--- src/rtl/reclass_histogram.sv ---
// reclass_histogram
//   Tallies reclassified raster cells per class over one frame. After the
//   frame's last cell the six tallies are streamed out one word per
//   handshake, and then every counter clears for the next frame.
//
//   state | meaning
//   ------+------------------------------------------------------------
//   ACCUM | accepting cells, counting M1/M2/M3/N0/N5/ERR
//   DUMP  | streaming tallies idx 0..5, input stalled, counters frozen
//
// Ports
//   clk, rst_n           system clock, async active-low reset
//   in_valid/in_ready    cell handshake (in_ready is high only in ACCUM)
//   in_m, in_n, in_last  3-class code, 2-class code, end-of-frame flag
//   out_valid/out_ready  tally word handshake
//   out_idx              0=M1 1=M2 2=M3 3=N0 4=N5 5=ERR
//   out_data             tally for out_idx (reads 0 outside DUMP)
//   out_last             marks the ERR word, the final word of a dump
module reclass_histogram #(
  parameter int CNT_W = 8
) (
  input  logic             clk,
  input  logic             rst_n,
  input  logic             in_valid,
  output logic             in_ready,
  input  logic [3:0]       in_m,
  input  logic [3:0]       in_n,
  input  logic             in_last,
  output logic             out_valid,
  input  logic             out_ready,
  output logic [2:0]       out_idx,
  output logic [CNT_W-1:0] out_data,
  output logic             out_last
);

  typedef enum logic {ACCUM = 1'b0, DUMP = 1'b1} state_e;

  localparam logic [CNT_W-1:0] CNT_MAX = '1;
  localparam logic [2:0]       IDX_ERR = 3'd5;

  state_e           state_q, state_d;
  logic [2:0]       idx_q, idx_d;
  logic [CNT_W-1:0] cnt_q [6];
  logic [CNT_W-1:0] cnt_d [6];
  logic             in_ready_q, in_ready_d;
  logic             out_valid_q, out_valid_d;
  logic             out_last_q, out_last_d;
  logic [CNT_W-1:0] out_data_q, out_data_d;

  logic             m_legal, n_legal;
  logic [5:0]       hit;

  always_comb begin
    state_d  = state_q;
    idx_d    = idx_q;
    cnt_d    = cnt_q;
    hit      = '0;
    m_legal  = (in_m == 4'd1) || (in_m == 4'd2) || (in_m == 4'd3);
    n_legal  = (in_n == 4'd0) || (in_n == 4'd5);

    case (state_q)
      ACCUM: begin
        if (in_valid) begin
          hit[0] = (in_m == 4'd1);
          hit[1] = (in_m == 4'd2);
          hit[2] = (in_m == 4'd3);
          hit[3] = (in_n == 4'd0);
          hit[4] = (in_n == 4'd5);
          // one ERR count per cell regardless of how many fields are bad
          hit[5] = !(m_legal && n_legal);
          for (int k = 0; k < 6; k++) begin
            if (hit[k] && (cnt_q[k] != CNT_MAX)) cnt_d[k] = cnt_q[k] + CNT_W'(1);
          end
          if (in_last) begin
            state_d = DUMP;
            idx_d   = 3'd0;
          end
        end
      end
      DUMP: begin
        if (out_ready) begin
          if (idx_q == IDX_ERR) begin
            state_d = ACCUM;
            idx_d   = 3'd0;
            for (int k = 0; k < 6; k++) cnt_d[k] = '0;
          end else begin
            idx_d = idx_q + 3'd1;
          end
        end
      end
      default: state_d = ACCUM;
    endcase

    // Outputs are registered from next-state values so they line up with
    // state_q/idx_q on the following cycle.
    in_ready_d  = (state_d == ACCUM);
    out_valid_d = (state_d == DUMP);
    out_last_d  = (state_d == DUMP) && (idx_d == IDX_ERR);
    out_data_d  = '0;
    if (state_d == DUMP) begin
      case (idx_d)
        3'd0:    out_data_d = cnt_d[0];
        3'd1:    out_data_d = cnt_d[1];
        3'd2:    out_data_d = cnt_d[2];
        3'd3:    out_data_d = cnt_d[3];
        3'd4:    out_data_d = cnt_d[4];
        3'd5:    out_data_d = cnt_d[5];
        default: out_data_d = '0;
      endcase
    end
  end

  always_ff @(posedge clk or negedge rst_n) begin
    if (!rst_n) begin
      state_q     <= ACCUM;
      idx_q       <= 3'd0;
      for (int k = 0; k < 6; k++) cnt_q[k] <= '0;
      in_ready_q  <= 1'b1;
      out_valid_q <= 1'b0;
      out_last_q  <= 1'b0;
      out_data_q  <= '0;
    end else begin
      state_q     <= state_d;
      idx_q       <= idx_d;
      cnt_q       <= cnt_d;
      in_ready_q  <= in_ready_d;
      out_valid_q <= out_valid_d;
      out_last_q  <= out_last_d;
      out_data_q  <= out_data_d;
    end
  end

  assign in_ready  = in_ready_q;
  assign out_valid = out_valid_q;
  assign out_last  = out_last_q;
  assign out_data  = out_data_q;
  assign out_idx   = idx_q;

endmodule

--- config.mk ---
export PLATFORM = sky130hd
export DESIGN_NAME = reclass_histogram
export DESIGN_NICKNAME = d
export VERILOG_FILES = /design/src/rtl/reclass_histogram.sv
export SDC_FILE = /design/constraint.sdc
export NUM_CORES = 1
export LEC_CHECK = 0
export BUFFER_PORTS_ARGS = -buffer_cell sky130_fd_sc_hd__buf_4
export CAP_MARGIN = 0
export CELL_PAD_IN_SITES_DETAIL_PLACEMENT = 1
export CELL_PAD_IN_SITES_GLOBAL_PLACEMENT = 1
export CORE_ASPECT_RATIO = 1.5
export CORE_MARGIN = 2
export CORE_UTILIZATION = 40
export CTS_CLUSTER_SIZE = 14
export DETAILED_ROUTE_END_ITERATION = 12
export PLACE_DENSITY_LB_ADDON = 0.1
export SETUP_SLACK_MARGIN = 0.4
export SYNTH_ARGS = -nofsm -noshare
export SYNTH_HDL_FRONTEND = slang
export SYNTH_SLANG_ARGS = --single-unit
--- constraint.sdc ---
create_clock -name clk -period 2.7 [get_ports clk]
set_input_delay 0.27 -clock clk [delete_from_list [all_inputs] [get_ports clk]]
set_output_delay 0.27 -clock clk [all_outputs]
set_load 0.02 [all_outputs]
==> metrics list, run 1 <==
* Proportion of power drawn by flip-flops and latches: 36.0%
- Number of flops mapped to enable cells by yosys: 0
* Drt first-iter violations: 150
- In the final routed layout, each cell accounts on average for 22.1 microns.
* Warnings, synthesis: 0
- Later-pin clock latency in the skew report: 0.33 ns
- Largest vdd supply drop: 463 uV
- Min Tclk post-route: about 2.4 ns
- The top cell type by area accounts for 41.2% of the synthesized area.
* Max Freq: 411 MHz
* Final wirelength: 12000 microns
- 0 antenna diodes ended up in the layout.
* Fraction of the mapped netlist area in simple logic gates: between 20% and 30%
- Type of the setup path with the least slack: flip-flop to flip-flop
- Summing the areas of all xor and xnor instances in the mapped netlist gives 1.42% of the synthesized area.
- The tool flagged a number of max-cap violations equal to 0.
- Cell type with the largest total area after synthesis: sky130_fd_sc_hd__dfrtp_1
- Entering global routing, the biggest net connects between 60 and 70 pins.
- Top area cells in the synthesized netlist: sky130_fd_sc_hd__dfrtp_1 (41%), sky130_fd_sc_hd__mux2i_1 (7.0%), sky130_fd_sc_hd__nand2_1 (4.2%), sky130_fd_sc_hd__nand4_1 (2.9%), sky130_fd_sc_hd__nand3_1 (2.6%)
- Top_reg_cell synth: sky130_fd_sc_hd__dfrtp_1
* Post-placement cell area: slightly above 4000 sq um
- # H-tree levels: 3
* Combinational group share of total power: 29.8%
- Critical path endpoint category: flip-flop
- The share of the Yosys chip area taken by registers is 41.9%.
- By area, the combinational part of the netlist is dominated by simple AND/OR/NAND/NOR gates.
- The detail route stage leaves a number of antenna-violating nets equal to 0.
* Total routing usage reported by global routing: 26.0%
- During placement, the flow inserted port buffers numbering 26.
- Share of the synthesized area in compound gates (AO/OA/AOI/OAI): 18.8%
- Routability congestion estimate from global placement: 0.880
- Final count of pins violating max slew: 0
- Std-Cell Rows: 43
- Distinct cells, synth: 67
* Relative max-transition margin: 46.6%
- Slew at the pin with the worst max-slew slack: 0.801 ns
- Summed over all layers, the global routing overflow is 0.
- Power spread over the standard cell area amounts to between 700 and 800 nW/um^2.
- Number of endpoints failing setup at the final stage: 0
- Die Wd: ~83 microns
* Clock skew: 0.00481 ns
- Global-route wire length before repair: approximately 19000 microns
* Arrival time of the worst setup path: 2.63 ns
- Area delta synth->final: 22.6%
* Number of vias per cell after detailed routing: 6.26
- For this configuration, the core starts out at a cell density of 40.5%.
- Overall die height: 122 microns
* Share of post-route cells with drive strength above 1: between 20% and 30%
- Leakage: just under 2 nW
* Accumulated negative setup slack: 0 ns
- The flow ran to the end, and the final reports show no timing, DRC or antenna violations.
- Post-Syn Nets: 399
* Total clock buffers created by CTS: 9
* Root Buffer: sky130_fd_sc_hd__clkbuf_16
- The min-delay analysis places its worst path in the category input port to asynchronous set/reset pin.
- The most common cell in the synthesized netlist is sky130_fd_sc_hd__dfrtp_1.
- Of all nets on the critical path, the largest fanout is 7.
* Clock share of power: 34.2%
* Internal Power: 0.00212 W
- Element type at the critical path start: flip-flop
- Number of iterations in the first detailed-routing pass: 4
- Sorting the synthesized cells by how often they occur yields sky130_fd_sc_hd__dfrtp_1 (61), sky130_fd_sc_hd__nand2_1 (41), sky130_fd_sc_hd__mux2i_1 (26).
- STA puts the critical path data required time at 2.90 ns.
- Total Die Area: around 10000 sq um
- Setup repair after global routing could not meet its margin everywhere.
- After legalization and detailed placement, the total HPWL measured between 8000 and 9000 microns.
- Number of sinks driven by the clock tree: 62
- Number of hold-slack violations in the final timing report: 0
* Clock Tree Buf Depth: 2
- Initial antenna violation count: 0
* Post-synthesis instance total: 380
- In this run, synthesis produced a sequential element count of slightly above 60.
- After clock tree synthesis, the clock-pin slew on the worst setup and hold paths is 0.05 ns.
- Share of flip-flops with an asynchronous set or reset: 100%
- Average instance area after synthesis: 9.74 sq um
- Residual DRC count: 0
* Floorplan Core Area: 9150 sq um
- Across all register-to-register paths, the minimum setup slack is 0.27 ns.
- The analysis attributes to net switching a power of 0.00118 W.
* Post-cts hold buffer count: 0
- Post-Synthesis Cell Area: about 3700 sq um
- CTS tree: done
- The finished cells cover 4540 sq um.
- Adder and majority gate portion of the synthesized area: 2.03%
- In the synthesized netlist, mux cells make up 7.64% of the area.
- 27 I/O pins were placed.
- The final critical path takes up between 90% and 100% of the cycle.
* Via count of the first global-routing pass: 3538
- Nets: around 450
- Sw Ratio: between 30 and 40%
* Final Core Density: 49.6%
- Across all layers, the routed design uses 3406 vias.
## layout make-up
cell class / count / area (sq um)
Clock inverter: 2 / 13.8
Inverter: 7 / 26.3
Timing Repair Buffer: 49 / 368
Sequential cell: 62 / 1550
Multi-Input combinational cell: 298 / 2150
Fill cell: 1043 / 4610
Clock buffer: 14 / 284
Tap cell: 112 / 140
## cell families (layout without fill, tap and decap cells)
kind of cell | after synthesis | count (layout)
DFF | 62 | 62
muxes | 28 | 28
buffers and inverters | 20 | 72
and+or+nand+nor | 165 | 165
adders and majority gates | 6 | 6
AOI/OAI and AO/OA | 93 | 93
xor gates and xnor gates | 6 | 6
## routing by layer
metal / share of wire [%] / wire length [microns] / GRT usage [%]
met5: 0 / 0 / 0
met4: 3.2 / 387 / 11.3
met3: 2.7 / 321 / 4.00
met2: 52 / 6300 / 44.7
met1: 42 / 5020 / 31.5
## registers in the layout, summed over array words and instances, names as in the netlist
| signal | count |
|---|---|
| cnt_q | 48 |
| in_ready | 1 |
| out_data | 8 |
| out_idx | 3 |
| out_last | 1 |
| out_valid | 1 |
## final timing paths
path                           start     endpoint  cells after the start
max                        out_valid  out_data[3]                      6
min                            rst_n    cnt_q[18]                      1
max reg2reg                out_valid  out_data[3]                      6
min reg2reg                cnt_q[30]    cnt_q[30]                      1
max in group asynchronous      rst_n    out_valid                      1
min in group clk             in_m[1]    cnt_q[39]                      3
## critical path: stages (launching register included)
cell and delay [ns]:
sky130_fd_sc_hd__dfrtp_2 0.45, sky130_fd_sc_hd__or4b_4 0.55, sky130_fd_sc_hd__or3_4 0.45, sky130_fd_sc_hd__nor3_2 0.16
sky130_fd_sc_hd__mux2i_1 0.14, sky130_fd_sc_hd__a222oi_1 0.41, sky130_fd_sc_hd__a21oi_1 0.14
## power groups by stage
stage	sequential [W]	clock [W]	combinational (W)
5_1_grt	0.00121	0.00120	0.00106
6_report	0.00119	0.00113	0.000982
3_5_place_dp	0.00120	0	0.000919
3_3_place_gp	0.00119	0	0.000916
2_1_floorplan	0.00122	0	0.000501
4_1_cts	0.00119	0.00116	0.000944
## layout by cell type (no fill, tap or decap), types with 3 or more instances in the layout
cell                        count
sky130_fd_sc_hd__and4_1         4
sky130_fd_sc_hd__mux2i_1       25
sky130_fd_sc_hd__and2_1         9
sky130_fd_sc_hd__a21oi_1        9
sky130_fd_sc_hd__nor3b_1        4
sky130_fd_sc_hd__clkbuf_8       4
sky130_fd_sc_hd__dfrtp_1       60
sky130_fd_sc_hd__a22oi_1        5
sky130_fd_sc_hd__o311ai_0       4
sky130_fd_sc_hd__buf_4         49
sky130_fd_sc_hd__o31ai_1        7
sky130_fd_sc_hd__ha_1           6
sky130_fd_sc_hd__nand2_1       41
sky130_fd_sc_hd__nand2b_1       3
sky130_fd_sc_hd__clkbuf_16      9
sky130_fd_sc_hd__nand3_1       19
sky130_fd_sc_hd__inv_1          6
sky130_fd_sc_hd__o21ai_0       13
sky130_fd_sc_hd__a22o_1         7
sky130_fd_sc_hd__nor2_1        17
sky130_fd_sc_hd__nor3_1         5
sky130_fd_sc_hd__and3b_1        4
sky130_fd_sc_hd__o211ai_1      12
sky130_fd_sc_hd__o21ai_1        3
sky130_fd_sc_hd__nand4_1       17
sky130_fd_sc_hd__nand3b_1       3
sky130_fd_sc_hd__or4_1          4
sky130_fd_sc_hd__and3_1        10
sky130_fd_sc_hd__xor2_1         4
sky130_fd_sc_hd__o2111ai_1      4
sky130_fd_sc_hd__a31oi_1        4
sky130_fd_sc_hd__nor2b_1        4
## metrics by stage
| step | worst slack [ns] | hold WS, ns | power, W | instances |
|---|---|---|---|---|
| floorplan | 0.359 | -0.0256 | 0.00172 | 380 |
| global placement | 0.227 | 0.418 | 0.00211 | 516 |
| detailed placement | 0.209 | 0.418 | 0.00212 | 516 |
| CTS | 0.219 | 0.0606 | 0.00329 | 539 |
| global route | 0.212 | 0.0887 | 0.00346 | 544 |
| finish | 0.269 | 0.0154 | 0.00330 | 544 |
## timing repair
item	4_1_cts	5_1_grt
pin swaps	10	13
setup buffers	7	5
endpoints found under the setup margin	8	8
gates resized for setup	8	10
Note: power is estimated with default switching activity, not from simulation.
==> inputs of run 2 (changes only) <==
- CORE_UTILIZATION: 40 -> 47
==> metrics list, run 2 (synthesis results as in run 1) <==
- The clock transition at the registers of the reported paths came to 0.06 ns (was 0.05 ns).
- Post-placement cell area: 4040 sq um (was 4060 sq um)
- The register containing the most flip-flops in the final layout is cnt_q (unchanged).
- The kind of start point of the critical path is a flip-flop (unchanged).
* Final worst-path cycle share: 91.3% (was 90.0%)
- The number of input and output port buffers inserted was 26 (unchanged).
- Std-Cell Rows: 39 (was 43)
* Remaining Overflow, GRT: 0 (unchanged)
- Total routing usage reported by global routing: 30.8% (was 26.0%)
- The net switching power came to 0.00124 W (was 0.00118 W).
- Number of iterations in the first detailed-routing pass: 4 (unchanged)
* Pwr/cell area: 755 nW/um^2 (was 726 nW/um^2)
- The number of global-route vias before repair came to 3748 (was 3538).
* Area delta synth->final: 22.3% (was 22.6%)
- Total inserted antenna cells: 0 (unchanged)
- The final instance area came to 4530 sq um (was 4540 sq um).
- Final Core Density: 59.5% (was 49.6%)
* Root Buffer: sky130_fd_sc_hd__clkbuf_16 (unchanged)
- Accumulated negative setup slack: 0 ns (unchanged)
* Largest net degree at the start of global routing: 63 (unchanged)
- The number of remaining DRC errors came to 0 (unchanged).
- Slew at the pin with the worst max-slew slack: 0.816 ns (was 0.801 ns)
- Arrival time of the worst setup path: 2.68 ns (was 2.63 ns)
- The number of maximum-capacitance violations is 0 (unchanged).
- Nets: 445 (was 446)
- The number of design-rule violations left by the first detailed-router iteration was 209 (was 150).
* Number of routed nets with antenna violations: 0 (unchanged)
- Clock share of power: 35.5% (was 34.2%)
- The vertical die dimension was 113 microns (was 122 microns).
- The category of the critical setup timing path is flip-flop to flip-flop (unchanged).
- The internal cell power was 0.00218 W (was 0.00212 W).
* Final count of pins violating max slew: 0 (unchanged)
- The total number of clock tree sinks was 62 (unchanged).
- Detailed placement HPWL: 8800 microns (was 8850 microns)
* Global-route wire length before repair: 20500 microns (was 19000 microns)
* Relative max-transition margin: 45.6% (was 46.6%)
- The leakage dissipation is 1.96 nW (about the same).
* # H-tree levels: 3 (unchanged)
- Number of hold-slack violations in the final timing report: 0 (unchanged)
- The combinational share of power was 29.8% (about the same).
* Total clock buffers created by CTS: 9 (unchanged)
- Result of the run: complete, no violations (unchanged).
- Commonest cells after routing, fill and taps aside: sky130_fd_sc_hd__dfrtp_1 (60), sky130_fd_sc_hd__buf_4 (46), sky130_fd_sc_hd__nand2_1 (41) (was sky130_fd_sc_hd__dfrtp_1 (60), sky130_fd_sc_hd__buf_4 (49), sky130_fd_sc_hd__nand2_1 (41))
- The sequential fraction of design power came to 34.7% (was 36.0%).
- Average routed wire per standard cell: 23.6 microns (was 22.1 microns)
* Max Freq: 406 MHz (was 411 MHz)
- The global placement routability congestion was 0.960 (was 0.880).
* Floorplan Core Area: 7610 sq um (was 9150 sq um)
* Sw Ratio: 36.2% (was 35.8%)
- Later-pin clock latency in the skew report: 0.34 ns (was 0.33 ns)
- The commonest non-fill, non-tap cell in the layout is sky130_fd_sc_hd__dfrtp_1 (unchanged).
- Post-place setup slack: 0.272 ns (was 0.209 ns)
- Effective utilization at floorplan: 48.6% (was 40.5%)
- The highest net fanout along the worst path is 6 (was 7).
* Hold Crit Class: input port to asynchronous set/reset pin (unchanged)
- The final setup violation count came to 0 (unchanged).
- Number of vias per cell after detailed routing: 6.54 (was 6.26)
- The nature of the critical path endpoint is a flip-flop (unchanged).
- Initial antenna violation count: 0 (unchanged)
* Die Wd: 76.5 microns (was 82.6 microns)
- The via count of the routed design is 3487 (was 3406).
- The clock tree from TritonCTS is done (unchanged).
- Total Die Area: 8620 sq um (was 10100 sq um)
- Number of flip-flops under the largest register name: 48 (unchanged)
* Largest vdd supply drop: 488 uV (was 463 uV)
- Number of top-level pins: 27 (unchanged)
* Clock skew: 0.00585 ns (was 0.00481 ns)
- The share of layout cells above drive strength 1 came to 21.3% (was 20.8%).
- Final wirelength: 12600 microns (was 12000 microns)
- Clock Tree Buf Depth: 2 (unchanged)
* Critical path data required time: 2.92 ns (was 2.90 ns)
* Total power: 0.00342 W (was 0.00330 W)
- The final worst slack is 0.235 ns (was 0.269 ns).
- The post-layout minimum cycle time came to 2.47 ns (was 2.43 ns).
- Post-cts hold buffer count: 0 (unchanged)
* Unrepaired setup endpoints after global routing: yes (unchanged)
## run 2: cell types whose count changed in the layout (fill, tap and decap cells not counted), sizes merged
cell	change
bufinv	+1
clkinvlp	+3
clkbuf	-3
clkinv	-1
buf	-1
## run 2: area by class of cell
type                       count  area [sq um]
clock buffer                  11           253
clock inverter                 5          57.6
fill                         890          3080
inverter                       7          26.3
multi-input combinational    298          2140
sequential                    62          1550
tap                          102           128
timing repair buffer          48           368
## run 2: critical path: stages (launching register included)
cell                       delay, ns
sky130_fd_sc_hd__dfrtp_2        0.46
sky130_fd_sc_hd__or4b_4         0.56
sky130_fd_sc_hd__or4_1          0.51
sky130_fd_sc_hd__a31o_1         0.20
sky130_fd_sc_hd__a22o_1         0.23
sky130_fd_sc_hd__a221oi_2       0.27
sky130_fd_sc_hd__a21oi_1        0.11
## run 2: what timing repair did
action | CTS | global route
gates resized for setup | 7 | 15
setup buffers | 2 | 10
pin swaps | 4 | 13
endpoints found under the setup margin | 8 | 8
## run 2: metrics by stage
stage / std cells / hold WS, ns
floorplan: 380 / -0.0256
global placement: 505 / 0.407
detailed placement: 505 / 0.412
CTS: 523 / 0.0679
global route: 533 / 0.0782
finish: 533 / 0.0138
## run 2: final timing paths
check	startpoint	end	slack, ns	cells past startpoint
setup / recovery	out_valid	out_data[6]	0.23	6
hold / removal	rst_n	cnt_q[23]	0.01	1
setup reg to reg	out_valid	out_data[6]	0.23	6
hold reg to reg	cnt_q[6]	cnt_q[6]	0.54	1
max in group asynchronous	rst_n	out_valid	2.09	1
min in group clk	in_last	out_idx[0]	0.30	3
## run 2: power groups by stage
stage                     Sequential, W  Clock, W  Combinational, W
final                           0.00119   0.00121           0.00102
after global routing            0.00121   0.00126           0.00109
after CTS                       0.00118   0.00121          0.000966
after detailed placement        0.00120         0          0.000932
after global placement          0.00119         0          0.000907
after floorplan                 0.00122         0          0.000501
## run 2: metal layers
layer | part of all wire (%) | routed length (microns) | track usage [%] | vias to the layer above
li1 | - | - | - | 1589
met1 | 40 | 5070 | 36.6 | 1766
met2 | 51 | 6460 | 53.6 | 90
met3 | 3.2 | 408 | 4.55 | 42
met4 | 5.1 | 644 | 16.5 | 0
met5 | 0 | 0 | 0 | -
==> inputs of run 3 (changes only) <==
- CORE_UTILIZATION: 47 -> 43
- SETUP_SLACK_MARGIN: 0.4 -> 0.3
- clock period: 2.7 -> 2.1 ns (I/O delays scaled with it)
==> metrics list, run 3 (synthesis results as in run 1) <==
* Result of the run: finished with violations (was complete, no violations)
* Failing checks: hold timing, setup timing
- Among the stages of the critical path, the cell type that occurs most often is sky130_fd_sc_hd__buf_6.
- The endpoint arrival time on the critical path is 2.97 ns (was 2.68 ns).
* Final count of pins violating max slew: 0 (unchanged)
* Final wirelength: 17700 microns (was 12600 microns)
* Remaining Overflow, GRT: 0 (unchanged)
* Worst hold slack: -0.0510 ns (was 0.0138 ns)
* Unrepaired setup endpoints after global routing: yes (unchanged)
* Final Core Density: 67.2% (was 59.5%)
* Number of iterations in the first detailed-routing pass: 7 (was 4)
- Total clock buffers created by CTS: 9 (unchanged)
- The commonest non-fill, non-tap cell in the layout is sky130_fd_sc_hd__buf_4 (was sky130_fd_sc_hd__dfrtp_1).
- The maximum vdd ir drop came to 836 uV (was 488 uV).
- Largest net degree at the start of global routing: 63 (unchanged)
* Element type at the critical path start: flip-flop (unchanged)
- The slowest cell on the critical path is sky130_fd_sc_hd__or4b_4 (unchanged).
- The relative max-transition margin was 43.5% (was 45.6%).
* Number of top-level pins: 27 (unchanged)
- Min Tclk post-route: 2.78 ns (was 2.47 ns)
* # H-tree levels: 3 (unchanged)
- Crit Path Max Fanout: 4 (was 6)
* Max-cap viol count: 0 (unchanged)
- The register containing the most flip-flops in the final layout is cnt_q (unchanged).
* Accumulated negative setup slack: -6.42 ns (was 0 ns)
- Average routed wire per standard cell: 28.3 microns (was 23.6 microns)
- The number of design-rule violations left by the first detailed-router iteration came to 417 (was 209).
- The first-pass GRT wire length is 23200 microns (was 20500 microns).
- Effective utilization at floorplan: 44.0% (was 48.6%)
- Number of sinks driven by the clock tree: 62 (unchanged)
* Crit path setup slack, layout: -0.684 ns (was 0.235 ns)
- Initial antenna violation count: 0 (unchanged)
- The overall fraction of global-route tracks in use came to 33.3% (was 30.8%).
* Overall via count from detail_route: 4158 (was 3487)
- The clock transition at the registers of the reported paths is 0.05 ns (was 0.06 ns).
- Nets: 533 (was 445)
* Clock skew: 0.00661 ns (was 0.00585 ns)
- CTS tree: done (unchanged)
- Share of post-route cells with drive strength above 1: 45.1% (was 21.3%)
* Number of routed nets with antenna violations: 0 (unchanged)
* Type of the setup path with the least slack: flip-flop to flip-flop (unchanged)
- Pwr/cell area: 899 nW/um^2 (was 755 nW/um^2)
- Via count of the first global-routing pass: 4204 (was 3748)
* Number of hold-slack violations in the final timing report: 27 (was 0)
- The leakage dissipation came to 2.48 nW (was 1.96 nW).
- The final setup violation count came to 19 (was 0).
- The area overhead of the layout relative to synthesis came to 52.7% (was 22.3%).
- The endpoint required time on the critical path is 2.29 ns (was 2.92 ns).
- The number of remaining DRC errors is 0 (unchanged).
- Total power: 0.00508 W (was 0.00342 W)
- The type of the tightest min-delay check is input port to asynchronous set/reset pin (unchanged).
- The number of buffers on the longest clock path came to 2 (unchanged).
* Std-Cell Rows: 41 (was 39)
* Slew at the pin with the worst max-slew slack: 0.848 ns (was 0.816 ns)
- The routed via count divided by cell count was 6.64 (was 6.54).
* Routability congestion estimate from global placement: 0.933 (was 0.960)
* Kind of cell adding the most delay to the critical path: compound AO/OA/AOI/OAI gates (was simple AND/OR/NAND/NOR gates)
* Final worst-path cycle share: 133% (was 91.3%)
- The clock latency at the later pin of the worst-skew pair was 0.34 ns (about the same).
- The number of inserted diodes was 0 (unchanged).
* Filler cells: 916 (was 890)
* Critical path endpoint category: flip-flop (unchanged)
- The highest clock frequency the design can meet was 359 MHz (was 406 MHz).
- The horizontal extent of the die was 79.8 microns (was 76.5 microns).
* Number of flip-flops under the largest register name: 48 (unchanged)
* Commonest cells after routing, fill and taps aside: sky130_fd_sc_hd__buf_4 (116), sky130_fd_sc_hd__dfrtp_1 (59), sky130_fd_sc_hd__nand2_1 (39) (was sky130_fd_sc_hd__dfrtp_1 (60), sky130_fd_sc_hd__buf_4 (46), sky130_fd_sc_hd__nand2_1 (41))
- Critical-path cell list: or4b_4, buf_6, buf_6, buf_6, buf_6, a211oi_4, buf_6, nand4_1, mux2i_1, a222oi_1, a21oi_1 (was or4b_4, or4_1, a31o_1, a22o_1, a221oi_2, a21oi_1).
- The total die area came to 9380 sq um (was 8620 sq um).
- Number of buffers inserted by port buffering: 26 (unchanged)
* Buffer and inverter count on the worst path: 5 (was 0)
- The vertical die dimension came to 118 microns (was 113 microns).
- Root Buffer: sky130_fd_sc_hd__clkbuf_16 (unchanged)
- The critical path's largest stage delay is 0.53 ns (was 0.56 ns).
* Floorplan Core Area: 8410 sq um (was 7610 sq um)
- Detailed placement HPWL: 9940 microns (was 8800 microns)
[run 3: changes by cell type in the layout (fill, tap and decap cells not counted), sizes merged]
cell	before	now
clkinvlp	3	0
clkbuf	11	16
clkinv	2	1
bufinv	1	0
buf	48	136
[run 3: routing by layer]
layer / vias up / global-route usage (%) / part of all wire (%)
met5: - / 0 / 0
met4: 0 / 19.0 / 7.1
met2: 229 / 56.4 / 51
met3: 87 / 6.52 / 6.4
met1: 2087 / 38.4 / 35
li1: 1755 / - / -
[run 3: area by class of cell]
| cell class | count | area [sq um] | area share, % |
|---|---|---|---|
| multi-input combinational | 298 | 2550 | 45.1 |
| sequential | 62 | 1560 | 27.5 |
| timing repair buffer | 136 | 1100 | 19.4 |
| clock buffer | 16 | 292 | 5.16 |
| tap | 107 | 134 | 2.37 |
| inverter | 7 | 27.5 | 0.487 |
[run 3: what timing repair did]
item | 4_1_cts | 5_1_grt
setup buffers | 13 | 15
resized for setup | 61 | 59
hold buffers | 0 | 0
pin swaps | 25 | 27
setup endpoints to repair | 40 | 50
[run 3: worst paths after layout]
path                       startpoint           to  slack (ns)  cells past startpoint
hold reg to reg             cnt_q[32]    cnt_q[32]        0.56                      1
min in group clk              in_m[2]    cnt_q[35]        0.33                      4
hold / removal                  rst_n     cnt_q[7]       -0.05                      1
setup / recovery            out_valid  out_data[3]       -0.68                     11
setup reg to reg            out_valid  out_data[3]       -0.68                     11
max in group asynchronous       rst_n     cnt_q[9]        1.51                      1
[run 3: through the flow]
step | hold WS, ns | cell area (sq um) | cells | setup WS (ns)
detailed placement | 0.356 | 4600 | 582 | -0.628
floorplan | -0.0856 | 3720 | 380 | -0.241
finish | -0.0510 | 5650 | 626 | -0.684
global route | 0.0203 | 5650 | 626 | -0.645
global placement | 0.348 | 4600 | 582 | -0.577
CTS | 0.00280 | 5270 | 611 | -0.498
[run 3: report_power, final]
group          total (W)  internal (W)  switching [W]
registers        0.00150       0.00135       0.000147
clock network    0.00150      0.000931       0.000565
logic            0.00209      0.000863        0.00122
[run 3: worst register-to-register path: stages (launching register included)]
cell	delay (ns)
sky130_fd_sc_hd__dfrtp_2	0.42
sky130_fd_sc_hd__or4b_4	0.53
sky130_fd_sc_hd__buf_6	0.15
sky130_fd_sc_hd__buf_6	0.10
sky130_fd_sc_hd__buf_6	0.10
sky130_fd_sc_hd__buf_6	0.12
sky130_fd_sc_hd__a211oi_4	0.19
sky130_fd_sc_hd__buf_6	0.15
sky130_fd_sc_hd__nand4_1	0.11
sky130_fd_sc_hd__mux2i_1	0.17
sky130_fd_sc_hd__a222oi_1	0.42
sky130_fd_sc_hd__a21oi_1	0.18
